File: config.mk
export PLATFORM = sky130hd
export DESIGN_NAME = writeback_arbiter
export DESIGN_NICKNAME = d
export VERILOG_FILES = /design/src/rtl/common_pkg.sv /design/src/rtl/writeback_arbiter_fifo.sv /design/src/rtl/writeback_arbiter.sv
export SDC_FILE = /design/constraint.sdc
export NUM_CORES = 1
export LEC_CHECK = 0
export BUFFER_PORTS_ARGS = -buffer_cell sky130_fd_sc_hd__buf_2
export CORE_MARGIN = 5
export CORE_UTILIZATION = 60
export CTS_BUF_LIST = sky130_fd_sc_hd__clkbuf_8
export DETAILED_ROUTE_END_ITERATION = 16
export MAX_ROUTING_LAYER = met4
export PLACE_DENSITY = 0.82
export SYNTH_ARGS = -nofsm -noshare
export SYNTH_HDL_FRONTEND = slang
export SYNTH_HIERARCHICAL = 1
export SYNTH_SLANG_ARGS = --single-unit
export TNS_END_PERCENT = 20
File: constraint.sdc
create_clock -name clk -period 5.8 [get_ports clk]
set_clock_uncertainty 0.2 [all_clocks]
set_input_delay 0.58 -clock clk [delete_from_list [all_inputs] [get_ports clk]]
set_output_delay 0.58 -clock clk [all_outputs]
set_load 0.02 [all_outputs]
File: src/rtl/common_pkg.sv
// Shared writeback types: register file geometry, writeback entry
// layout and the writeback source tag.
package common;

  localparam int REGISTER_FILE_SIZE = 32;
  localparam int REG_ADDR_W = $clog2(REGISTER_FILE_SIZE);
  localparam int DATA_W = 32;

  typedef struct packed {
    logic [REG_ADDR_W-1:0] rd;
    logic [DATA_W-1:0]     data;
  } wb_entry_t;

  typedef enum logic [1:0] {
    WB_NONE,
    WB_ALU,
    WB_LSU
  } wb_src_e;

endpackage

File: src/rtl/writeback_arbiter_fifo.sv
// Synchronous circular FIFO used to buffer LSU load returns.
// Pointers carry an extra wrap bit so full/empty need no counter.
module wb_fifo #(
  parameter int WIDTH = 37,
  parameter int DEPTH = 4
) (
  input  logic             clk,
  input  logic             reset_n,
  input  logic             push,
  input  logic [WIDTH-1:0] push_data,
  input  logic             pop,
  output logic [WIDTH-1:0] pop_data,
  output logic             full,
  output logic             empty
);

  localparam int AW = $clog2(DEPTH);

  logic [WIDTH-1:0] mem [DEPTH];
  logic [AW:0]      wr_ptr;
  logic [AW:0]      rd_ptr;
  logic             do_push;
  logic             do_pop;

  assign empty = (wr_ptr == rd_ptr);
  assign full = (wr_ptr[AW] != rd_ptr[AW]) &&
                (wr_ptr[AW-1:0] == rd_ptr[AW-1:0]);
  assign do_push = push && !full;
  assign do_pop = pop && !empty;
  assign pop_data = mem[rd_ptr[AW-1:0]];

  always_ff @(posedge clk or negedge reset_n) begin
    if (!reset_n) begin
      wr_ptr <= '0;
      rd_ptr <= '0;
    end else begin
      if (do_push) wr_ptr <= wr_ptr + (AW+1)'(1);
      if (do_pop) rd_ptr <= rd_ptr + (AW+1)'(1);
    end
  end

  always_ff @(posedge clk) begin
    if (do_push) mem[wr_ptr[AW-1:0]] <= push_data;
  end

endmodule

File: src/rtl/writeback_arbiter.sv
// Register file write port driver: ALU-first arbitration over a
// buffered LSU return path, with a load-pending scoreboard.
module writeback_arbiter
  import common::*;
#(
  parameter int REG_ADDR_W   = 5,
  parameter int DATA_W       = 32,
  parameter int FIFO_DEPTH   = 4,
  parameter int STARVE_LIMIT = 8
) (
  input  logic                  clk,
  input  logic                  reset_n,
  input  logic                  alu_valid,
  input  logic [REG_ADDR_W-1:0] alu_rd,
  input  logic [DATA_W-1:0]     alu_data,
  input  logic                  lsu_valid,
  output logic                  lsu_ready,
  input  logic [REG_ADDR_W-1:0] lsu_rd,
  input  logic [DATA_W-1:0]     lsu_data,
  input  logic                  issue_valid,
  input  logic [REG_ADDR_W-1:0] issue_rd,
  input  logic [REG_ADDR_W-1:0] query1_id,
  input  logic [REG_ADDR_W-1:0] query2_id,
  output logic                  query1_busy,
  output logic                  query2_busy,
  output logic                  stall_req,
  output logic                  rf_write_en,
  output logic [REG_ADDR_W-1:0] rf_write_id,
  output logic [DATA_W-1:0]     rf_write_data
);

  localparam int NREG = 2**REG_ADDR_W;
  localparam int CW = $clog2(STARVE_LIMIT+1);
  localparam int EW = REG_ADDR_W + DATA_W;

  typedef struct packed {
    logic [REG_ADDR_W-1:0] rd;
    logic [DATA_W-1:0]     data;
  } entry_t;

  entry_t          head;
  entry_t          sel;
  wb_src_e         src;
  logic            pop;
  logic            full;
  logic            empty;
  logic [NREG-1:0] sb;
  logic [NREG-1:0] sb_nxt;
  logic [CW-1:0]   cnt;
  logic [CW-1:0]   cnt_nxt;

  assign lsu_ready = !full;

  wb_fifo #(
    .WIDTH(EW),
    .DEPTH(FIFO_DEPTH)
  ) u_fifo (
    .clk      (clk),
    .reset_n  (reset_n),
    .push     (lsu_valid && lsu_ready),
    .push_data({lsu_rd, lsu_data}),
    .pop      (pop),
    .pop_data (head),
    .full     (full),
    .empty    (empty)
  );

  always_comb begin
    src = WB_NONE;
    sel = '0;
    pop = 1'b0;
    if (alu_valid) begin
      src = WB_ALU;
      sel = {alu_rd, alu_data};
    end else if (!empty) begin
      src = WB_LSU;
      sel = head;
      pop = 1'b1;
    end
  end

  // Set is applied after clear so a same-edge collision leaves it pending.
  always_comb begin
    sb_nxt = sb;
    if (src == WB_LSU) sb_nxt[sel.rd] = 1'b0;
    if (issue_valid && issue_rd != '0) sb_nxt[issue_rd] = 1'b1;
    sb_nxt[0] = 1'b0;
  end

  always_comb begin
    cnt_nxt = '0;
    if (!empty && !pop) begin
      cnt_nxt = cnt;
      if (cnt != CW'(STARVE_LIMIT)) cnt_nxt = cnt + CW'(1);
    end
  end

  assign query1_busy = sb[query1_id];
  assign query2_busy = sb[query2_id];

  always_ff @(posedge clk or negedge reset_n) begin
    if (!reset_n) begin
      rf_write_en   <= 1'b0;
      rf_write_id   <= '0;
      rf_write_data <= '0;
      sb            <= '0;
      cnt           <= '0;
      stall_req     <= 1'b0;
    end else begin
      rf_write_en <= (src != WB_NONE) && (sel.rd != '0);
      if (src != WB_NONE && sel.rd != '0) begin
        rf_write_id   <= sel.rd;
        rf_write_data <= sel.data;
      end
      sb  <= sb_nxt;
      cnt <= cnt_nxt;
      if (empty) stall_req <= 1'b0;
      else if (cnt_nxt == CW'(STARVE_LIMIT)) stall_req <= 1'b1;
    end
  end

  a_no_alu_in_stall: assert property (
    @(posedge clk) disable iff (!reset_n) stall_req |-> !alu_valid
  );

endmodule

Word level (Yosys, flattened, before mapping)
Memory sizes are Yosys's and may differ from the RTL's.
Cells that the tools add are included.
- bits of input ports: 94
- memories: 1
- logic and storage cells: 65
- memory bits (writable): 148
- output and inout bits: 42
- bits in registers: 80
- memory list (name ; depth ; width ; rd ports ; clocked after Yosys merged registers in ; wr ports ; line ; source):
    u_fifo.mem ; 4 ; 37 ; 1 ; 0 ; 1 ; writeback_arbiter_fifo.sv:19 ; logic [WIDTH-1:0] mem [DEPTH];
- add/subtract/negate cells: 3
- order comparisons: 6
- muxes and demuxes: 22
- reduce and logical (&&, ||, !) cells: 16
- bitwise gates (word level): 3
- equal/unequal tests: 6
- operators by type and width (operator ; count):
    $mux 37 ; 2
    $mux 32 ; 2
    $and 32x32->32 ; 1
    $not 32->32 ; 1
    $or 32x32->32 ; 1
    $lt 5x6->1 const B ; 4
    $bmux 1 s5 ; 2
    $demux 1 s5 ; 2
    $ge 5x1->1 const B ; 2
    $mux 1 ; 10
    $reduce_bool 5->1 ; 2
    $logic_and 1x1->1 ; 9
    $mux 4 ; 2
    $add 3x1->3 const B ; 2
    $add 4x1->4 const B ; 1
    $eq 4x4->1 const B ; 1
    $mux 2 ; 2
    $ne 4x4->1 const B ; 1
    $reduce_bool 2->1 ; 2
    $eq 3x3->1 ; 1
    $logic_not 1->1 ; 3
    $eq 2x2->1 ; 1
    $eq 2x2->1 const B ; 1
    $ne 1x1->1 ; 1

Logic depth before layout (Yosys ltp)
Gate-level depths: netlist (run 1).
- word-level depth: 12
- depth in mapped cells: 11
- gate-level depth less buffers: 7

Hierarchy
The synthesis (run 1) kept the hierarchy.
- by module, submodules not included (module ; sequential area each (um^2) ; cells each ; area an instance (um^2) ; instances):
    wb_fifo ; 4594.4 ; 243 ; 5836.8 ; 1
    writeback_arbiter ; 1851.8 ; 363 ; 4127.7 ; 1

Worst setup path before layout (run 1)
OpenSTA, ideal clock, no wires.
- path kind: reg-to-reg
- start: reg u_fifo.wr_ptr[0]
- end: mem u_fifo.mem[3][0] (enable)
- required time: 5187 ps
- stages on the path, launching flop included: 7
- buffers on the path: 0
- path slack: 2717 ps
- clock period less this slack: 3083 ps
- data arrival time: 2470 ps
- library setup time: 413 ps
- cell sequence: dfrtp_1 > xnor2_1 > nand3_1 > inv_1 > nor2b_1 > nand2_1 > a31oi_2
- cells in the longest elaborated chain, start to end: 7
- ends and longest elaborated chain (what ; line ; source):
    start: declaration ; writeback_arbiter_fifo.sv:20 ; logic [AW:0] wr_ptr;
    start signal: assignment ; writeback_arbiter_fifo.sv:37 ; if (do_push) wr_ptr <= wr_ptr + (AW+1)'(1);
    $eq 2x2->1 * ; writeback_arbiter_fifo.sv:27 ; (wr_ptr[AW-1:0] == rd_ptr[AW-1:0]);
    $logic_and 1x1->1 * ; writeback_arbiter_fifo.sv:26 ; assign full = (wr_ptr[AW] != rd_ptr[AW]) &&
    net full ; writeback_arbiter.sv:45 ; logic full;
    $logic_not 1->1 * ; writeback_arbiter_fifo.sv:28, writeback_arbiter.sv:52 ;
    $logic_and 1x1->1 ; writeback_arbiter.sv:60 ; .push (lsu_valid && lsu_ready),
    $logic_and 1x1->1 * ; writeback_arbiter_fifo.sv:28 ; assign do_push = push && !full;
    $mux 1 * ; writeback_arbiter_fifo.sv:43 ; if (do_push) mem[wr_ptr[AW-1:0]] <= push_data;
    $mux 1 (not written as such) * ; writeback_arbiter_fifo.sv:43 ;
    end: declaration ; writeback_arbiter_fifo.sv:19 ;
The timed path passes the listed nets; every way through them passes the cells marked *.

Worst setup path after layout (run 1)
- start: reg u_fifo.rd_ptr[0]
- end: reg rf_write_data[1]
- cells in the longest elaborated chain, start to end: 5
- elaborated cells between the ends (all ways): 9
- classes of those cells: 1 x eq/ne; 4 x mux; 3 x reduce/logical; 1 x memory
- ends and longest elaborated chain (what ; line ; source):
    start: declaration ; writeback_arbiter_fifo.sv:21 ; logic [AW:0] rd_ptr;
    start signal: assignment ; writeback_arbiter_fifo.sv:38 ; if (do_pop) rd_ptr <= rd_ptr + (AW+1)'(1);
    $eq 3x3->1 * ; writeback_arbiter_fifo.sv:25 ; assign empty = (wr_ptr == rd_ptr);
    net empty ; writeback_arbiter.sv:46 ; logic empty;
    $mux 37 / $mux 2 (equally long branches) ; writeback_arbiter.sv:75 ; end else if (!empty) begin
    $mux 37 / $mux 2 (equally long branches) ; writeback_arbiter.sv:72 ; if (alu_valid) begin
    $reduce_bool 5->1 / $reduce_bool 2->1 (equally long branches) ; writeback_arbiter.sv:111 ; if (src != WB_NONE && sel.rd != '0) begin
    $logic_and 1x1->1 ; writeback_arbiter.sv:111 ;
    end signal: assignment ; writeback_arbiter.sv:113 ; rf_write_data <= sel.data;
    end: declaration ; writeback_arbiter.sv:29 ; output logic [DATA_W-1:0] rf_write_data
Marks and branches as above.
A chain may end at the register's enable or synchronous reset.

==> results.md, run 1 <==
* Status: finished, final reports clean
* Clk buf depth at 3
* Core Util, Final at 0.696
* Die area at 19,300 um^2
* Post-Synthesis Cells at 606
* Final HPWL DP at around 15,000 um
* Worst R2R Start: u_fifo/rd_ptr[0]$_DFFE_PN0P_
* EDFF count, synth at 148
* Final net count at 848
* Final hold violations at 0
* Global-route wire length before repair at 36,100 um
* Number of global-route vias before repair at 6,663
* RSZ-0062 raised after global routing: false
* Final setup vio count at 0
* Peak VDD IR at between 300 and 400 uV
* Routed length on met2 at 11,600 um
* Post-CTS Setup Repair Bufs at 0
* Vias/cell at roughly 6.2
* Share of cells above drive strength 1 at 0.363
* Placed cell areas at between 10,000 and 15,000 um^2
* Arr. time, crit path at 4.39 ns
* TNS Setup at 0 ns
* Warnings, synthesis at 6
* Post-Route M1 WL at between 8000 and 9000 um
* Syn Std Cell Area at 9960 um^2
* Worst skew pair latency at 0.50 ns
* TritonCTS Sinks at 228
* Final worst-path cycle share at 0.725
* CTS tree: done
* Unique masters post-synth at 56
* Final-report max-slew violation count at 0
* Async SR Flop Fraction at 0.351
* Rows at 47
* H-tree Lvls at 2
* Tightest Pin Transition at 1.15 ns
* Final Cell Area at ~11,000 um^2
* Vias at 6,188
* Vert. Die Dim at 139 um
* Yosys reg bits at 228
* Io pins at 136
* Largest net degree at the start of global routing at between 80 and 90
* CP Capture Type: flip-flop
* Count of non-filler cells in the finished layout at 993
* Sequential element share of the synthesized area at 0.647
* # DRC at 0
* Relative slew margins at 0.231
* CTS Root Cell: clkbuf_8
* Gr usage total at 0.245
* Crit start category: flip-flop
* CTS clk-pin slew, worst paths at 0.06 ns
* Gates resized, CTS repair at 0
* Gpl congestion at 0.881
* Total core area at ~16,000 um^2
* Setup WS pre-CTS at 1.61 ns
* CTS Buf Count at 35
* Setup ws final at 1.60 ns
* Overflow after GRT at 0
* Achievable frequency at approximately 0.24 GHz
* Crit path time final at 4.20 ns
* ANT nets after route at 0
* Required @ worst endpoint at around 6 ns
* Initial DRC count at 558
* Final wirelength at about 23,000 um
* DIE WIDTH at 139 um
* Top Metal Used: met4
* Worst setup path startpoint: u_fifo/rd_ptr[0]$_DFFE_PN0P_
* Syn_nets at approximately 710
* Critical path type: flip-flop to flip-flop
* Top FF cell, synth: edfxtp_1
* Post-CTS Hold Buffers at 0
* TritonRoute pass-1 iters at 5
* Max-cap viol count at 0
* Post-DR wirelength/cell at around 23 um
* Port bufs at 135
* Wire length on met3 at 1770 um
* Layout area overhead at 15.1%
* LEAKAGE at 4.44 nW
* Avg Cell Area, Syn at ~16 um^2
* Initial core utilization at 0.605
* Crit Path Max Fanout at 17
* Hold Crit Class: primary input to asynchronous set/reset pin
* Power density over the cells at roughly 520 nW/um^2
* DP Cell Count at just over 900
* Initial antenna violation count at 1
area by class of cell:
| type | instances | area (um^2) |
|---|---|---|
| Fill cell | 1062 | 5000 |
| Clock buffer | 40 | 551 |
| Timing Repair Buffer | 141 | 723 |
| Inverter | 13 | 48.8 |
| Multi-Input combinational cell | 328 | 3270 |
| Sequential cell | 228 | 6450 |
| Antenna cell | 1 | 2.50 |
| Clock inverter | 22 | 144 |
| Tap cell | 220 | 275 |
cell usage in the layout, fill, tap and decap left out, drive strengths merged, types with 9 or more instances in the layout:
cell | netlist | routed
edfxtp | 148 | 148
o41ai | 17 | 17
inv | 13 | 23
mux2i | 19 | 19
nand2 | 10 | 10
nand3 | 16 | 16
mux4 | 43 | 43
nor2 | 11 | 11
clkbuf | 18 | 40
clkinv | 0 | 9
dfrtp | 80 | 80
a22o | 35 | 35
a21oi | 12 | 12
o21ai | 31 | 31
nand2b | 9 | 9
buf | 19 | 141
o31ai | 21 | 21
mux2 | 32 | 32
metrics by stage:
| step | total power [mW] | hold WS (ns) |
|---|---|---|
| after floorplan | 4.09 | 0.0844 |
| after global placement | 4.60 | 0.278 |
| after detailed placement | 4.72 | 0.289 |
| after CTS | 6.04 | 0.0581 |
| after global routing | 6.33 | 0.0537 |
| final | 6.00 | 0.0436 |
synth_stat cells (all sizes together) (9+ instances only):
| library cell | instances | area, um^2 |
|---|---|---|
| clkbuf | 18 | 67.6 |
| nor2 | 11 | 43.8 |
| buf | 19 | 151 |
| inv | 13 | 48.8 |
| mux2i | 19 | 190 |
| a21oi | 12 | 63.8 |
| o21ai | 31 | 155 |
| a22o | 35 | 307 |
| nand2b | 9 | 56.3 |
| mux2 | 32 | 413 |
| edfxtp | 148 | 4440 |
| mux4 | 43 | 968 |
| nand2 | 10 | 37.5 |
| dfrtp | 80 | 2000 |
| nand3 | 16 | 80.1 |
| o41ai | 17 | 149 |
| o31ai | 21 | 158 |
final timing paths:
path / end / slack, ns / depth (start not counted)
worst max-delay path: rf_write_data[1]$_DFFE_PN0P_ / 1.60 / 7
worst min-delay path: rf_write_data[3]$_DFFE_PN0P_ / 0.04 / 1
worst max register to register: rf_write_data[1]$_DFFE_PN0P_ / 1.60 / 7
worst min register to register: rf_write_id[4]$_DFFE_PN0P_ / 0.29 / 1
max in group asynchronous: u_fifo/rd_ptr[0]$_DFFE_PN0P_ / 4.60 / 1
min in group clk: u_fifo/mem[2][28]$_DFFE_PP_ / 0.09 / 1
worst max-delay path, cell delays in order, from the launching register on:
cell	delay (ns)
dfrtp_2	0.72
xor2_4	0.17
nor3_1	0.79
nor2_4	0.07
a22o_1	0.45
nor3_4	0.89
buf_4	0.39
mux2_2	0.38
sequential cells by signal, summed over array words and instances (netlist names):
name / count
u_fifo/mem: 148
rf_write_data: 32
sb: 31
rf_write_id: 5
cnt: 4
u_fifo/rd_ptr: 3
u_fifo/wr_ptr: 3
rf_write_en: 1
stall_req: 1
where the power goes:
group	internal, mW	leakage, nW	switching [mW]
Sequential	2.28	2.33	0.322
Combinational	0.909	1.72	1.19
Clock	0.720	0.393	0.583
Total	3.91	4.44	2.09
logic make-up after synthesis:
kind of cell | synth area share
flip-flops | 0.647
XOR/XNOR | 0.0123
buffers and inverters | 0.0269
adder cells (fa/ha/maj) | 0.00879
AND/OR/NAND/NOR | 0.0460
AO/OA/AOI/OAI | 0.101
multiplexers | 0.158
layer usage:
layer  vias up  track usage
li1       2723            -
met1      3090        0.313
met2       326        0.405
met3        49       0.0507
met4         0       0.0675
met5         -            -
(Power assumes the default switching activity.)
==> inputs of run 2 (changes only) <==
Settings changed: CORE_UTILIZATION 60 to 54, PLACE_DENSITY 0.82 to 0.78.
Clock period 5.8 ns to 3.7 ns, I/O delays scaled along.
==> run 2 against run 1 <==
Cell area increased by 5.7%. Worst hold slack got worse by 0.020 ns. Non-clock buffer count increased by 60. Largest power group unchanged. First-iteration DRC count decreased by 14%. Sequential power increased by 56%. Sequential share of layout area decreased by 3.0 points. Core utilization decreased by 2.6 points. Sequential cell count unchanged. Via count increased by 3.7%. Setup slack got worse by 1.3 ns. Global-route usage decreased by 1.3 points. Routed wire length increased by 5.3%.
==> results.md, run 2 (same netlist as run 1, synthesis figures left out) <==
* Status: finished, final reports clean
* Crit Path Max Fanout at 41 (+24)
* Design Power at 9.52 mW (+59%)
* Peak VDD IR at 453 uV (+41%)
* Fillers at 1,216 (+15%)
* ANT cells at 0 (-1)
* Worst skew pair latency at 0.53 ns (+0.03 ns)
* Final worst-path cycle share at 0.930 (+0.205)
* Port bufs at 135 (unchanged)
* Rows at 49 (+4.3%)
* Share of cells above drive strength 1 at 0.344 (-0.0182)
* Top Metal Used: met4
* Total core area at 18,100 um^2 (+9.8%)
* LEAKAGE at 4.72 nW (+6.3%)
* Required @ worst endpoint at 3.95 ns (-2.03 ns)
* Critical path type: flip-flop to flip-flop
* Final hold violations at 0 (unchanged)
* TritonCTS Sinks at 228 (unchanged)
* TritonRoute pass-1 iters at 5 (unchanged)
* Core Util, Final at 0.670 (-0.0264)
* H-tree Lvls at 2 (unchanged)
* Post-CTS Setup Repair Bufs at 0 (unchanged)
* Wire length on met3 at 1440 um (-19%)
* Initial core utilization at 0.551 (-0.0542)
* Die area at 21,300 um^2 (+10%)
* Io pins at 136 (unchanged)
* Hold Crit Class: primary input to flip-flop
* Largest net degree at the start of global routing at 81 (unchanged)
* Final setup vio count at 0 (unchanged)
* Most frequent cells in the layout: edfxtp_1 (148), buf_2 (134), dfrtp_1 (78), dlygate4sd3_1 (53), mux4_2 (43)
* Overflow after GRT at 0 (unchanged)
* Worst R2R Path Depth at 9 (+2)
* CTS Root Cell: clkbuf_8
* RSZ-0062 raised after global routing: false
* Crit path time final at 3.44 ns (-0.763 ns)
* Initial antenna violation count at 0 (-1)
* Gpl congestion at 0.911 (+3.4%)
* Final-report max-slew violation count at 0 (unchanged)
* Post-DR wirelength/cell at 22.2 um (-2.1%)
* CTS tree: done
* Routed length on met2 at 12,200 um (+4.8%)
* CP Capture Type: flip-flop
* Worst R2R Start: u_fifo/rd_ptr[0]$_DFFE_PN0P_
* Relative slew margins at 0.290 (+0.0590)
* Setup ws final at 0.259 ns (-1.34 ns)
* CP endpoint: sb[5]$_DFF_PN0_
* Vias at 6,417 (+3.7%)
* Gr usage total at 0.232 (-0.0126)
* Most common cell after layout, fill and taps aside: edfxtp_1
* Clk buf depth at 3 (unchanged)
* Post-Route M1 WL at 9570 um (+11%)
* Achievable frequency at 0.291 GHz (+22%)
* CTS Buf Count at 38 (+8.6%)
* Max reg flops at 148 (unchanged)
* Max-cap viol count at 0 (unchanged)
* Vert. Die Dim at 146 um (+5.0%)
* Final net count at 911 (+7.4%)
* CTS clk-pin slew, worst paths at 0.06 ns (about the same)
* # DRC at 0 (unchanged)
* Global-route wire length before repair at 38,100 um (+5.3%)
* Initial DRC count at 482 (-14%)
* Final HPWL DP at 15,600 um (+3.7%)
* Final wirelength at 23,700 um (+5.3%)
* TNS Setup at 0 ns (unchanged)
* Layout area overhead at 21.6%
* Tightest Pin Transition at 1.06 ns (-0.0884 ns)
* ANT nets after route at 0 (unchanged)
* Number of global-route vias before repair at 6,921 (+3.9%)
* Arr. time, crit path at 3.69 ns (-0.70 ns)
* Setup WS pre-CTS at 0.505 ns (-1.11 ns)
* DIE WIDTH at 146 um (+5.0%)
* R2R Setup Slk at 0.26 ns (-1.34 ns)
* Crit start category: flip-flop
* Vias/cell at 6.01 (-3.6%)
* Power density over the cells at 785 nW/um^2 (+50%)
* Worst R2R End: sb[5]$_DFF_PN0_
* Worst setup path startpoint: u_fifo/rd_ptr[0]$_DFFE_PN0P_
-- run 2: changes by cell type in the layout (fill, tap and decap cells not counted), sizes merged --
cell / before / now
dlygate4sd3: 0 / 53
bufinv: 2 / 0
clkinv: 9 / 14
diode: 1 / 0
clkbuf: 40 / 42
buf: 141 / 147
inv: 23 / 26
-- run 2: metal layers --
metal  vias to the layer above  GRT usage
li1                       2852          -
met1                      3242      0.299
met2                       275      0.381
met3                        48     0.0433
met4                         0     0.0684
met5                         -          -
-- run 2: critical path, cell delays in order, from the launching register on --
cell	delay, ns
dfrtp_4	0.61
xor2_4	0.25
nor3_1	0.21
buf_4	0.19
nor2_4	0.06
clkbuf_8	0.31
a21oi_2	0.70
o41ai_2	0.16
o41ai_1	0.09
dlygate4sd3_1	0.58
-- run 2: report_power, final --
part           leakage, nW  switching (mW)  internal (mW)
Sequential            2.33           0.481           3.57
Clock                0.399           0.958           1.03
Combinational         1.99            1.93           1.56
-- run 2: how the worst min path moves through the flow --
stage                                          start                             to  slack (ns)  depth (start not counted)
final                                    alu_data[5]   rf_write_data[5]$_DFFE_PN0P_        0.02                          3
after global placement    rf_write_id[3]$_DFFE_PN0P_     rf_write_id[3]$_DFFE_PN0P_        0.27                          1
after detailed placement  rf_write_id[0]$_DFFE_PN0P_     rf_write_id[0]$_DFFE_PN0P_        0.27                          1
after floorplan                              reset_n               cnt[0]$_DFF_PN0_       -0.13                          0
after CTS                               alu_data[20]  rf_write_data[20]$_DFFE_PN0P_      0.0007                          3
after global routing                    alu_data[20]  rf_write_data[20]$_DFFE_PN0P_        0.01                          3
-- run 2: metrics by stage --
stage	hold WS, ns	instance area [um^2]	instances
2_1_floorplan	-0.126	9960	606
3_3_place_gp	0.267	10900	945
3_5_place_dp	0.267	10900	945
4_1_cts	0.000743	12100	1067
5_1_grt	0.0106	12100	1068
6_report	0.0237	12100	1068
-- run 2: timing repair --
item,in CTS,in global routing
hold endpoints to repair,242,0
resized for setup,0,4
setup endpoints to repair,0,1
hold buffers,53,0
-- run 2: final cells by class --
class                   count  area [um^2]  area share
flip-flops and latches    228         6450       0.532
well taps                 229          287      0.0236
clock inverters            28          123      0.0101
inverters                  13         48.8     0.00403
multi-input cells         328         3280       0.271
clock buffers              41          564      0.0466
repair buffers            201         1360       0.112
